$ cat config.mk
export PLATFORM = sky130hd
export DESIGN_NAME = cmd_dec
export DESIGN_NICKNAME = d
export VERILOG_FILES = /design/src/rtl/cmd_dec.sv
export SDC_FILE = /design/constraint.sdc
export NUM_CORES = 1
export LEC_CHECK = 0
export ABC_AREA = 1
export CAP_MARGIN = 5
export CORE_MARGIN = 1
export CORE_UTILIZATION = 42
export DETAILED_ROUTE_END_ITERATION = 8
export GPL_ROUTABILITY_DRIVEN = 0
export PLACE_DENSITY_LB_ADDON = 0.1
export SLEW_MARGIN = 25
export SYNTH_ARGS = -nofsm -noshare
export SYNTH_HDL_FRONTEND = slang
export SYNTH_SLANG_ARGS = --single-unit
$ cat constraint.sdc
create_clock -name fpga_clock -period 1.2 [get_ports fpga_clock]
set_input_delay 0.24 -clock fpga_clock [delete_from_list [all_inputs] [get_ports fpga_clock]]
set_output_delay 0.24 -clock fpga_clock [all_outputs]
set_load 0.05 [all_outputs]
$ cat src/rtl/cmd_dec.sv
// cmd_dec: command-frame decoder that loads per-channel PWM targets and pending-update flags.
// Define CMD_DEC_CRC_EN to include the serial CRC-4 check; otherwise frames go straight to CHECK.
module cmd_dec #(
  parameter int NUM_CH = 12,
  parameter int DATA_W = 8,
  parameter int ADDR_W = 4
) (
  input  logic                       fpga_clock,
  input  logic                       reset,
  input  logic                       frame_valid,
  input  logic [4+ADDR_W+DATA_W-1:0] frame_data,
  input  logic [NUM_CH-1:0]          pwm_done,
  output logic [NUM_CH*DATA_W-1:0]   pwm_target,
  output logic [NUM_CH-1:0]          pwm_update,
  output logic                       busy,
  output logic                       crc_error,
  output logic [7:0]                 crc_err_cnt,
  output logic [7:0]                 drop_cnt
);

  localparam int FRAME_W = 4 + ADDR_W + DATA_W;
  localparam int MSG_W   = ADDR_W + DATA_W;

  if ((2 ** ADDR_W) <= NUM_CH) begin : g_addr_chk
    $error("cmd_dec: 2**ADDR_W must exceed NUM_CH");
  end
  if ((NUM_CH < 1) || (NUM_CH > 15)) begin : g_ch_chk
    $error("cmd_dec: NUM_CH must be in 1..15");
  end

  typedef enum logic [1:0] {
    ST_IDLE  = 2'd0,
    ST_CRC   = 2'd1,
    ST_CHECK = 2'd2
  } state_t;

  state_t                     state_q, state_d;
  logic [MSG_W-1:0]           msg_q, msg_d;
  logic [NUM_CH*DATA_W-1:0]   target_q, target_d;
  logic [NUM_CH-1:0]          update_q, update_d;
  logic [NUM_CH-1:0]          wr_s;
  logic [7:0]                 drop_cnt_q, drop_cnt_d;
  logic [ADDR_W-1:0]          addr_s;
  logic [DATA_W-1:0]          data_s;

  function automatic logic [7:0] sat_inc(input logic [7:0] v);
    return (v == 8'hFF) ? v : v + 8'd1;
  endfunction

  // Address 0 broadcasts; 1..NUM_CH select one channel; anything above selects none.
  function automatic logic [NUM_CH-1:0] decode(input logic [ADDR_W-1:0] a);
    logic [NUM_CH-1:0] sel;
    for (int i = 0; i < NUM_CH; i++) begin
      sel[i] = (a == {ADDR_W{1'b0}}) || (a == ADDR_W'(i + 1));
    end
    return sel;
  endfunction

  assign addr_s = msg_q[MSG_W-1 -: ADDR_W];
  assign data_s = msg_q[DATA_W-1:0];

`ifdef CMD_DEC_CRC_EN
  localparam int CNT_W = $clog2(MSG_W);

  logic [3:0]       crc_q, crc_d;
  logic [3:0]       rx_crc_q, rx_crc_d;
  logic [CNT_W-1:0] bit_q, bit_d;
  logic [CNT_W-1:0] bit_sel_s;
  logic             crc_error_q, crc_error_d;
  logic [7:0]       crc_cnt_q, crc_cnt_d;

  function automatic logic [3:0] crc4_step(input logic [3:0] crc, input logic b);
    logic fb;
    fb = crc[3] ^ b;
    return {crc[2:0], 1'b0} ^ (fb ? 4'h3 : 4'h0);
  endfunction

  assign bit_sel_s   = CNT_W'(MSG_W - 1) - bit_q;
  assign crc_error   = crc_error_q;
  assign crc_err_cnt = crc_cnt_q;
`else
  logic unused_crc_field;
  assign unused_crc_field = ^frame_data[FRAME_W-1:MSG_W];
  assign crc_error        = 1'b0;
  assign crc_err_cnt      = 8'h00;
`endif

  always_comb begin
    state_d  = state_q;
    msg_d    = msg_q;
    target_d = target_q;
    update_d = update_q & ~pwm_done;
    wr_s     = {NUM_CH{1'b0}};
`ifdef CMD_DEC_CRC_EN
    crc_d       = crc_q;
    rx_crc_d    = rx_crc_q;
    bit_d       = bit_q;
    crc_error_d = 1'b0;
    crc_cnt_d   = crc_cnt_q;
`endif

    if (frame_valid && (state_q != ST_IDLE)) begin
      drop_cnt_d = sat_inc(drop_cnt_q);
    end else begin
      drop_cnt_d = drop_cnt_q;
    end

    case (state_q)
      ST_IDLE: begin
        if (frame_valid) begin
          msg_d = frame_data[MSG_W-1:0];
`ifdef CMD_DEC_CRC_EN
          crc_d    = 4'h0;
          rx_crc_d = frame_data[FRAME_W-1 -: 4];
          bit_d    = {CNT_W{1'b0}};
          state_d  = ST_CRC;
`else
          state_d  = ST_CHECK;
`endif
        end else begin
          state_d = ST_IDLE;
        end
      end
`ifdef CMD_DEC_CRC_EN
      ST_CRC: begin
        crc_d = crc4_step(crc_q, msg_q[bit_sel_s]);
        bit_d = bit_q + CNT_W'(1);
        if (bit_q == CNT_W'(MSG_W - 1)) begin
          state_d = ST_CHECK;
        end else begin
          state_d = ST_CRC;
        end
      end
`endif
      ST_CHECK: begin
        state_d = ST_IDLE;
`ifdef CMD_DEC_CRC_EN
        if (crc_q != rx_crc_q) begin
          crc_error_d = 1'b1;
          crc_cnt_d   = sat_inc(crc_cnt_q);
        end else begin
          wr_s = decode(addr_s);
        end
`else
        wr_s = decode(addr_s);
`endif
      end
      default: begin
        state_d = ST_IDLE;
      end
    endcase

    // A write wins over a coincident pwm_done so the new target is never lost.
    for (int i = 0; i < NUM_CH; i++) begin
      if (wr_s[i]) begin
        target_d[i*DATA_W +: DATA_W] = data_s;
        update_d[i]                  = 1'b1;
      end else begin
        target_d[i*DATA_W +: DATA_W] = target_q[i*DATA_W +: DATA_W];
      end
    end
  end

  always_ff @(posedge fpga_clock) begin
    if (reset) begin
      state_q    <= ST_IDLE;
      msg_q      <= {MSG_W{1'b0}};
      target_q   <= {(NUM_CH*DATA_W){1'b0}};
      update_q   <= {NUM_CH{1'b0}};
      drop_cnt_q <= 8'h00;
`ifdef CMD_DEC_CRC_EN
      crc_q       <= 4'h0;
      rx_crc_q    <= 4'h0;
      bit_q       <= {CNT_W{1'b0}};
      crc_error_q <= 1'b0;
      crc_cnt_q   <= 8'h00;
`endif
    end else begin
      state_q    <= state_d;
      msg_q      <= msg_d;
      target_q   <= target_d;
      update_q   <= update_d;
      drop_cnt_q <= drop_cnt_d;
`ifdef CMD_DEC_CRC_EN
      crc_q       <= crc_d;
      rx_crc_q    <= rx_crc_d;
      bit_q       <= bit_d;
      crc_error_q <= crc_error_d;
      crc_cnt_q   <= crc_cnt_d;
`endif
    end
  end

  assign pwm_target = target_q;
  assign pwm_update = update_q;
  assign busy       = (state_q != ST_IDLE);
  assign drop_cnt   = drop_cnt_q;

endmodule

==> results of run 1 <==
-- metrics by stage --
stage	total power [mW]	cell area, um^2	setup WS, ns
after floorplan	6.264	5303	-0.06017
after global placement	7.506	8273	-0.2446
after detailed placement	7.558	8273	-0.2836
after CTS	12.87	9543	-0.1591
after global routing	14.06	10710	-0.3220
final	13.72	10710	-0.3074
-- how the worst max path moves through the flow --
stage | start | end | slack (ns) | cells past startpoint
final | msg_q[11]$_SDFFE_PP0P_ | pwm_target[79]$_SDFFE_PP0P_ | -0.31 | 8
after global routing | msg_q[9]$_SDFFE_PP0P_ | pwm_target[85]$_SDFFE_PP0P_ | -0.32 | 8
after CTS | state_q[1]$_SDFF_PP0_ | busy | -0.16 | 3
after detailed placement | frame_valid | drop_cnt[3]$_SDFFE_PP0P_ | -0.28 | 6
after global placement | frame_valid | drop_cnt[3]$_SDFFE_PP0P_ | -0.24 | 6
after floorplan | state_q[1]$_SDFF_PP0_ | pwm_target[29]$_SDFFE_PP0P_ | -0.06 | 5
-- flip-flops by register name, indices dropped and copies added, names as in the netlist --
register    count
drop_cnt        8
pwm_update     12
state_q         1
msg_q          12
pwm_target     96
-- synth_stat cells (2+ instances only) --
master and number:
nand2_1 146, dfxtp_1 129, a21oi_1 110, nand3_1 101, nor2_1 99, inv_1 27, clkbuf_1 24, o21ai_0 12
buf_2 9, buf_4 9, clkinv_1 8, nand2_2 7, buf_6 6, inv_2 3, buf_1 2, nand3b_1 2
nor2_2 2, nor2_4 2, nor3_4 2
-- power breakdown --
part	switching, mW	internal (mW)	total, mW
clock network	1.97	3.08	5.05
registers	0.260	4.51	4.77
logic	2.20	1.70	3.90
-- cell families (layout without fill, tap and decap cells) --
logic type	after synthesis	count (layout)	synth area share (%)
and+or+nand+nor	363	368	30.10
adders and majority gates	1	1	0.2409
other	1	9	0.07222
AOI/OAI and AO/OA	122	122	11.76
buffers and inverters	88	302	8.096
DFF	129	129	49.74
-- area by class of cell --
cell class,instances,share of cell area (%)
timing repair buffer,232,34.77
sequential,129,25.91
inverter,38,1.426
clock buffer,24,4.605
multi-input combinational,500,30.84
clock inverter,8,0.7246
tap,147,1.718
-- layer usage --
layer	vias up	routed length [um]	track usage, %
met5	-	0	0
li1	2726	-	-
met1	3058	8603	32.25
met3	114	1916	7.445
met4	0	1156	13.77
met2	426	12110	48.34
-- repair_timing --
| action | CTS | global route |
|---|---|---|
| pin swaps | 34 | 59 |
| resized for setup | 145 | 262 |
| setup buffers | 21 | 9 |
| gates cloned | 8 | 10 |
| hold buffers | 0 | 0 |
| setup endpoints to repair | 140 | 198 |
-- worst reg2reg max path: cells and delay by family (launching register included) --
family | cells | cell delay, ns
buf+inv | 2 | 0.29
flops | 1 | 0.36
simple gates | 6 | 0.75
==> metrics, run 1 <==
vias in the first global route 5408; Leak 4.235 nW; slew margin rel. 60.08%; DRT Wirelength 23.79 mm; FF-to-FF Start msg_q[11]$_SDFFE_PP0P_; RSZ-0062 raised after global routing yes; Worst Hold Class input port to flop; Final Skew 0.01443 ns; Crit path buffers/inverters 2; Clock transition at path regs 0.06 ns; Setup-failing EPs final roughly 130; critical-path cell list buf_12 > nor2_4 > nand2_8 > nand2_8 > clkbuf_16 > nand3_2 > nand2_1 > nor2_1; commonest non-fill, non-tap cell in the layout buf_12; max-slew violation count 0; FF-to-FF End pwm_target[79]$_SDFFE_PP0P_; Initial Utilization 43.23%; vias 6324; Root Buffer clkbuf_16; sequential element share of the synthesized area 49.73%; final clock period utilization by the worst path 125.6%; site row count 40; share of layout cells above drive strength 1 between 50% and 60%; violated checks negative setup slack; gr ovfl total 0; final cell count without fillers 1078; initial antenna violation count 0; share of the synthesized area in the top cell type 49.73%; fillcell total 477; cts bufs inserted 17; Worst Reg-to-Reg Cells 8; Hold WS 0.2627 ns; FMAX ~0.66 GHz; chip width 113.2 um; storage element area 0.002774 mm^2; flop-to-flop setup slack -0.31 ns; clk sinks 129; worst slew pin tran roughly 0.6 ns; CTS tree built; Arr. time, crit path 1.82 ns; Pwr per Cell Area 1282 mW/mm^2; FF+latch count, synth between 100 and 150; Final Worst Setup Slack -0.3074 ns; Setup CP Type flop to flop; post-layout min period 1.507 ns; largest net degree at the start of global routing 59; Min-Delay Endpoint pwm_update[5]$_SDFF_PP0_; cell area after synthesis approximately 0.0052 mm^2; Top FF cell, synth dfxtp_1; Ant. Diodes 0; largest fanout on the critical path 7; Crit. End Element flop; drt drc 0; Detail Route Antenna Nets 0; status complete, but fails checks; synth top area cells dfxtp_1 (50%), a21oi_1 (11%), nand2_1 (11%), nand3_1 (9.7%), nor2_1 (7.2%); crit path max-delay cell type dfxtp_4; Buffers on Ports 143; I/O pin count 157; Post-Synthesis Cells 704; Cells after DPL 1000; area growth from synthesis to final layout 106.2%; min-delay src reset; die height 113.2 um; warnings from Yosys 0; Final Util around nine tenths; async set or reset register ratio after synthesis 0%; Core ar. 0.01201 mm^2; worst stage delay on the critical path around 0.36 ns; Crit path max-delay family simple AND/OR/NAND/NOR gates; setup_tns -22.42 ns; H-tree Lvls 4; Pre-antenna DRT Iters 7; DRT iter0 DRCs between 500 and 600; Synth cell types 23; worst skew pair latency 0.43 ns; clock buffer depth 2; Final Hold Viols 0; hold depth 3; Mean Syn Cell Area ~7.4 um^2; multi-input logic area 0.003302 mm^2; Layout Nets between 900 and 1000; Max-Cap Viols 0; average wire per standard cell 22.07 um; commonest non-fill, non-tap cells in the layout buf_12 (132), nand2_1 (99), dfxtp_2 (99), nor2_1 (86), a21oi_1 (68); die area 0.01281 mm^2; GRT Util Overall 28.07%; first-pass GRT wire length 27.57 mm; Worst path most repeated cell nand2_8; via/cell ratio 5.866; Post-synth EDFFs 0; crit path launch type flop; Critical Path RT 1.51 ns; leading area contributor after synthesis dfxtp_1; Max VDD drop 1.100 mV; dpl hpwl 10.99 mm
(Power assumes the default switching activity.)
==> inputs of run 2 (changes only) <==
--- a/config.mk
+++ b/config.mk
@@ -6,12 +6,15 @@
 export NUM_CORES = 1
 export LEC_CHECK = 0
 export ABC_AREA = 1
+export ABC_CLOCK_PERIOD_IN_PS = 1200
 export CAP_MARGIN = 5
 export CORE_MARGIN = 1
 export CORE_UTILIZATION = 42
 export DETAILED_ROUTE_END_ITERATION = 8
 export GPL_ROUTABILITY_DRIVEN = 0
+export MAX_ROUTING_LAYER = met4
 export PLACE_DENSITY_LB_ADDON = 0.1
+export RECOVER_POWER = 25
 export SLEW_MARGIN = 25
 export SYNTH_ARGS = -nofsm -noshare
 export SYNTH_HDL_FRONTEND = slang
==> run 2 against run 1 <==
The run still ends with negative setup slack left; clock power is 1% lower; sequential cell count stayed put; cell count stayed put; register-to-register slack hardly changed; final area is 2.0% lower; die area stayed put; maximum frequency is 0.13% lower; worst hold slack better by 0.026 ns; clock skew is 0.0072 ns lower; routed wire length is 1.8% lower; largest cell class unchanged; highest routed layer unchanged.
==> metrics, run 2 (same netlist as run 1, synthesis figures left out) <==
Leak 4.185 nW (-1.2%); worst skew pair latency 0.42 ns (about the same); Setup CP Type flop to flop; share of layout cells above drive strength 1 58.65% (unchanged); violated checks negative setup slack; storage element area 0.002770 mm^2 (-0.14%); site row count 40 (unchanged); Ant. Diodes 0 (unchanged); Crit. End Element flop; Buffers on Ports 143 (unchanged); Final Skew 0.007213 ns (-0.007215 ns); multi-input logic area 0.003297 mm^2 (-0.15%); max reg flops 96 (unchanged); Detail Route Antenna Nets 0 (unchanged); max-slew violation count 0 (unchanged); H-tree Lvls 4 (unchanged); commonest non-fill, non-tap cell in the layout buf_12; I/O pin count 157 (unchanged); Initial Utilization 43.23% (unchanged); worst slew pin tran 0.5804 ns (-0.01474 ns); Design Area, Final 0.01050 mm^2 (-2.0%); final clock period utilization by the worst path 125.8% (+0.16 points); Max VDD drop 1.041 mV (-5.3%); crit path launch type flop; clock buffer depth 2 (unchanged); min-delay src reset; largest fanout on the critical path 7 (unchanged); status complete, but fails checks; Setup-failing EPs final 132 (+2.3%); Final Worst Setup Slack -0.3094 ns (-0.001931 ns); chip width 113.2 um (unchanged); FF-to-FF Start msg_q[11]$_SDFFE_PP0P_; die area 0.01281 mm^2 (unchanged); fillcell total 509 (+6.7%); Layout Nets 950 (unchanged); slew margin rel. 61.07% (+0.99 points); DRT Wirelength 23.36 mm (-1.8%); GRT Util Overall 28.89% (+0.81 points); Arr. time, crit path 1.82 ns (about the same); drt drc 0 (unchanged); FMAX 0.6625 GHz (-0.13%); CP startpoint msg_q[11]$_SDFFE_PP0P_; vias 6282 (-0.66%); largest net degree at the start of global routing 59 (unchanged); Core ar. 0.01201 mm^2 (unchanged); Final Hold Viols 0 (unchanged); clk sinks 129 (unchanged); first-pass GRT wire length 27.53 mm (-0.12%); cts bufs inserted 17 (unchanged); commonest non-fill, non-tap cells in the layout buf_12 (107), dfxtp_2 (99), nand2_1 (98), nor2_1 (86), a21oi_1 (68); post-layout min period 1.509 ns (+0.001931 ns); RSZ-0062 raised after global routing yes; CTS tree built; Clock transition at path regs 0.06 ns (about the same); Critical Path RT 1.51 ns (about the same); gr ovfl total 0 (unchanged); Placement Cell Area 0.008273 mm^2 (unchanged); via/cell ratio 5.827 (-0.66%); Root Buffer clkbuf_16; average wire per standard cell 21.67 um (-1.8%); area growth from synthesis to final layout 102.1%; Worst Hold Class input port to flop; Max-Cap Viols 0 (unchanged); initial antenna violation count 0 (unchanged); DRT iter0 DRCs 514 (-13%); setup_tns -23.07 ns (-0.6460 ns); die height 113.2 um (unchanged); vias in the first global route 5413 (+0.092%); Pwr per Cell Area 1293 mW/mm^2 (+0.82%); Pre-antenna DRT Iters 5 (-2); dpl hpwl 10.99 mm (unchanged)
run 2: worst paths after layout:
kind | endpoint | slack (ns) | depth (start not counted)
worst max-delay path | pwm_target[73]$_SDFFE_PP0P_ | -0.31 | 8
worst min-delay path | pwm_update[5]$_SDFF_PP0_ | 0.29 | 3
worst max register to register | pwm_target[73]$_SDFFE_PP0P_ | -0.31 | 8
worst min register to register | pwm_target[29]$_SDFFE_PP0P_ | 0.47 | 2
run 2: worst max-delay path, stage by stage (launching register included):
cell and delay, ns:
dfxtp_4 0.37, buf_12 0.14, nor2_4 0.18, nand2_8 0.17
nand2_8 0.15, buf_12 0.12, nand3_1 0.10, nand2_1 0.11
nor2_1 0.05
run 2: area by class of cell:
cell class                      count  share of cell area (%)
Clock buffer                       24                   4.697
Clock inverter                      8                  0.7391
Inverter                           38                   1.454
Multi-Input combinational cell    500                   31.41
Sequential cell                   129                   26.39
Tap cell                          147                   1.752
Timing Repair Buffer              232                   33.55
run 2: repair_timing:
action | CTS | global route
hold buffers | 0 | 0
gates resized for setup | 145 | 260
pin swaps | 34 | 60
endpoints found under the setup margin | 140 | 199
gates cloned | 8 | 10
buffers inserted | 21 | 9
endpoints found under the hold margin | 0 | 0
run 2: report_power, final:
group          internal [mW]  switching, mW  total [mW]
Sequential              4.51          0.239        4.75
Combinational           1.63           2.20        3.83
Clock                   3.08           1.91        4.99
Total                   9.22           4.35        13.6
run 2: metrics by stage:
stage	power, mW	hold slack (ns)	std cells	util (%)	worst slack (ns)
CTS	12.87	0.2455	1061	79.45	-0.1591
floorplan	6.264	0.4033	712	-	-0.06017
global route	13.92	0.2777	1078	87.38	-0.3241
finish	13.57	0.2883	1078	87.38	-0.3094
global placement	7.506	0.4887	1000	68.88	-0.2446
detailed placement	7.558	0.4947	1000	68.88	-0.2836
run 2: metal layers:
metal,share of wire [%],wire length (um),vias up,GRT usage (%)
met3,8.8,2049,102,7.552
met4,4.7,1095,0,13.25
met1,37,8733,3015,32.08
li1,-,-,2723,-
met2,49,11480,442,48.59
met5,0,0,-,-
==> inputs of run 3 (changes only) <==
--- a/config.mk
+++ b/config.mk
@@ -15,7 +15,9 @@
 export MAX_ROUTING_LAYER = met4
 export PLACE_DENSITY_LB_ADDON = 0.1
 export RECOVER_POWER = 25
+export REMOVE_ABC_BUFFERS = 1
 export SLEW_MARGIN = 25
 export SYNTH_ARGS = -nofsm -noshare
 export SYNTH_HDL_FRONTEND = slang
 export SYNTH_SLANG_ARGS = --single-unit
+export TNS_END_PERCENT = 5
==> run 3 against run 2 <==
The run still ends with negative setup slack left; die area unchanged; clock skew shrank 0.0022 ns; sequential cell count unchanged; combinational power fell by 19%; first-iteration DRC count decreased by 49%; via count down 14%; register-to-register slack better by 0.17 ns; global-route usage shrank 2.1 points; sequential power about the same; clock power decreased by 0.8%; critical path type is now flop to output port; largest power group unchanged; highest routed layer unchanged.
==> metrics, run 3 (same netlist as run 1, synthesis figures left out) <==
final cell count without fillers 1052 (-2.4%); chip width 113.2 um (unchanged); die area 0.01281 mm^2 (unchanged); die height 113.2 um (unchanged); DRT Wirelength 16.82 mm (-28%); Layout Nets 926 (-2.5%); Cells after DPL 1003 (+0.30%); drt drc 0 (unchanged); vias 5431 (-14%); Root Buffer clkbuf_16; FF-to-FF Start msg_q[8]$_SDFFE_PP0P_; Setup-failing EPs final 121 (-8.3%); Pre-antenna DRT Iters 5 (unchanged); Max VDD drop 0.8471 mV (-19%); flop-to-flop setup slack -0.14 ns (+0.17 ns); commonest non-fill, non-tap cells in the layout nand2_1 (131), buf_12 (108), nand3_1 (97), a21oi_1 (93), nor2_1 (90); status complete, but fails checks; slew margin rel. 64.51% (+3.4 points); initial antenna violation count 0 (unchanged); Ant. Diodes 0 (unchanged); DRT iter0 DRCs 262 (-49%); Final Skew 0.005054 ns (-0.002158 ns); Worst Reg-to-Reg Cells 8 (unchanged); CP startpoint state_q[1]$_SDFF_PP0_; violated checks negative setup slack; Leak 3.788 nW (-9.5%); Setup CP Type flop to output port; Initial Utilization 43.23% (unchanged); max reg flops 96 (unchanged); worst slew pin tran 0.5324 ns (-0.04797 ns); Max-Cap Viols 0 (unchanged); first-pass GRT wire length 25.69 mm (-6.7%); cts bufs inserted 17 (unchanged); Core ar. 0.01201 mm^2 (unchanged); vias in the first global route 5134 (-5.2%); post-layout min period 1.380 ns (-0.1298 ns); Buffers on Ports 143 (unchanged); max-slew violation count 0 (unchanged); commonest non-fill, non-tap cell in the layout nand2_1; Worst Hold Class input port to flop; worst skew pair latency 0.42 ns (about the same); Setup WS pre-CTS -0.2953 ns (-0.01170 ns); area growth from synthesis to final layout 78.80%; crit path launch type flop; fillcell total 807 (+59%); Clock transition at path regs 0.05 ns (about the same); Final Hold Viols 0 (unchanged); clk sinks 129 (unchanged); H-tree Lvls 4 (unchanged); via/cell ratio 5.163 (-11%); hold buffer count at CTS 0 (unchanged); gr ovfl total 0 (unchanged); dpl hpwl 10.67 mm (-2.9%); clock buffer depth 2 (unchanged); FMAX 0.7249 GHz (+9.4%); average wire per standard cell 15.99 um (-26%); largest fanout on the critical path 3 (-4); Final Worst Setup Slack -0.1796 ns (+0.1298 ns); final clock period utilization by the worst path 115.0% (-11 points); Pwr per Cell Area 1380 mW/mm^2 (+6.8%); share of layout cells above drive strength 1 41.55% (-17 points); site row count 40 (unchanged); RSZ-0062 raised after global routing yes; Crit. End Element output port; GRT Util Overall 26.78% (-2.1 points); Detail Route Antenna Nets 0 (unchanged); FF-to-FF End pwm_update[4]$_SDFF_PP0_; CP Capture Point busy; largest net degree at the start of global routing 56 (-5.1%); Arr. time, crit path 1.14 ns (-0.68 ns); setup_tns -6.046 ns (+17.02 ns); CTS tree built; I/O pin count 157 (unchanged); Critical Path RT 0.96 ns (-0.55 ns)
==> run 3: cell types whose count changed in the layout (fill, tap and decap cells not counted), sizes merged <==
cell / delta
bufbuf: +1
clkbuf: -22
nand2: -4
clkinv: -1
buf: +2
clkinvlp: -2
==> run 3: how the worst min path moves through the flow <==
stage	startpoint	end	slack (ns)	depth (start not counted)
floorplan	reset	pwm_target[0]$_SDFFE_PP0P_	0.31	1
global route	reset	pwm_target[93]$_SDFFE_PP0P_	0.30	5
detailed placement	pwm_update[7]$_SDFF_PP0_	pwm_update[7]$_SDFF_PP0_	0.49	2
global placement	pwm_update[3]$_SDFF_PP0_	pwm_update[3]$_SDFF_PP0_	0.49	2
finish	reset	pwm_target[95]$_SDFFE_PP0P_	0.28	5
CTS	reset	pwm_target[66]$_SDFFE_PP0P_	0.27	5
==> run 3: layer usage <==
layer,global-route usage [%],vias up,routed length [um]
met5,-,-,0
met4,10.53,0,427
met3,5.356,40,983
met2,46.34,184,8693
met1,30.37,2538,6717
li1,-,2669,-
==> run 3: per-stage QoR <==
step                util, %  hold slack [ns]  instance area (um^2)  power (mW)
detailed placement    68.58           0.4946                  8238       7.588
global placement      68.58           0.4906                  8238       7.532
CTS                   77.09           0.2722                  9260       12.81
floorplan                 -           0.3091                  4945       6.123
finish                77.29           0.2753                  9284       12.81
global route          77.29           0.3010                  9284       13.25
==> run 3: layout make-up <==
class                      instances  area (um^2)  area share (%)
timing repair buffer             212         3206           34.53
inverter                          38        147.6           1.590
tap                              147        183.9           1.981
clock inverter                     5        50.05          0.5391
multi-input combinational        496         2464           26.54
clock buffer                      25        525.5           5.660
sequential                       129         2708           29.16
==> run 3: timing repair <==
item	4_1_cts	5_1_grt
endpoints found under the setup margin	171	190
pin swaps	28	12
cloned	6	1
buffers inserted	7	5
resized for setup	100	91
endpoints found under the hold margin	0	0
==> run 3: critical path: stages, from the launching register on <==
cell     delay, ns
dfxtp_4       0.35
buf_8         0.12
buf_12        0.12
buf_12        0.14
==> run 3: power breakdown <==
group	switching (mW)	internal [mW]
Clock	1.75	3.19
Sequential	0.220	4.53
Combinational	1.74	1.38
Total	3.71	9.10
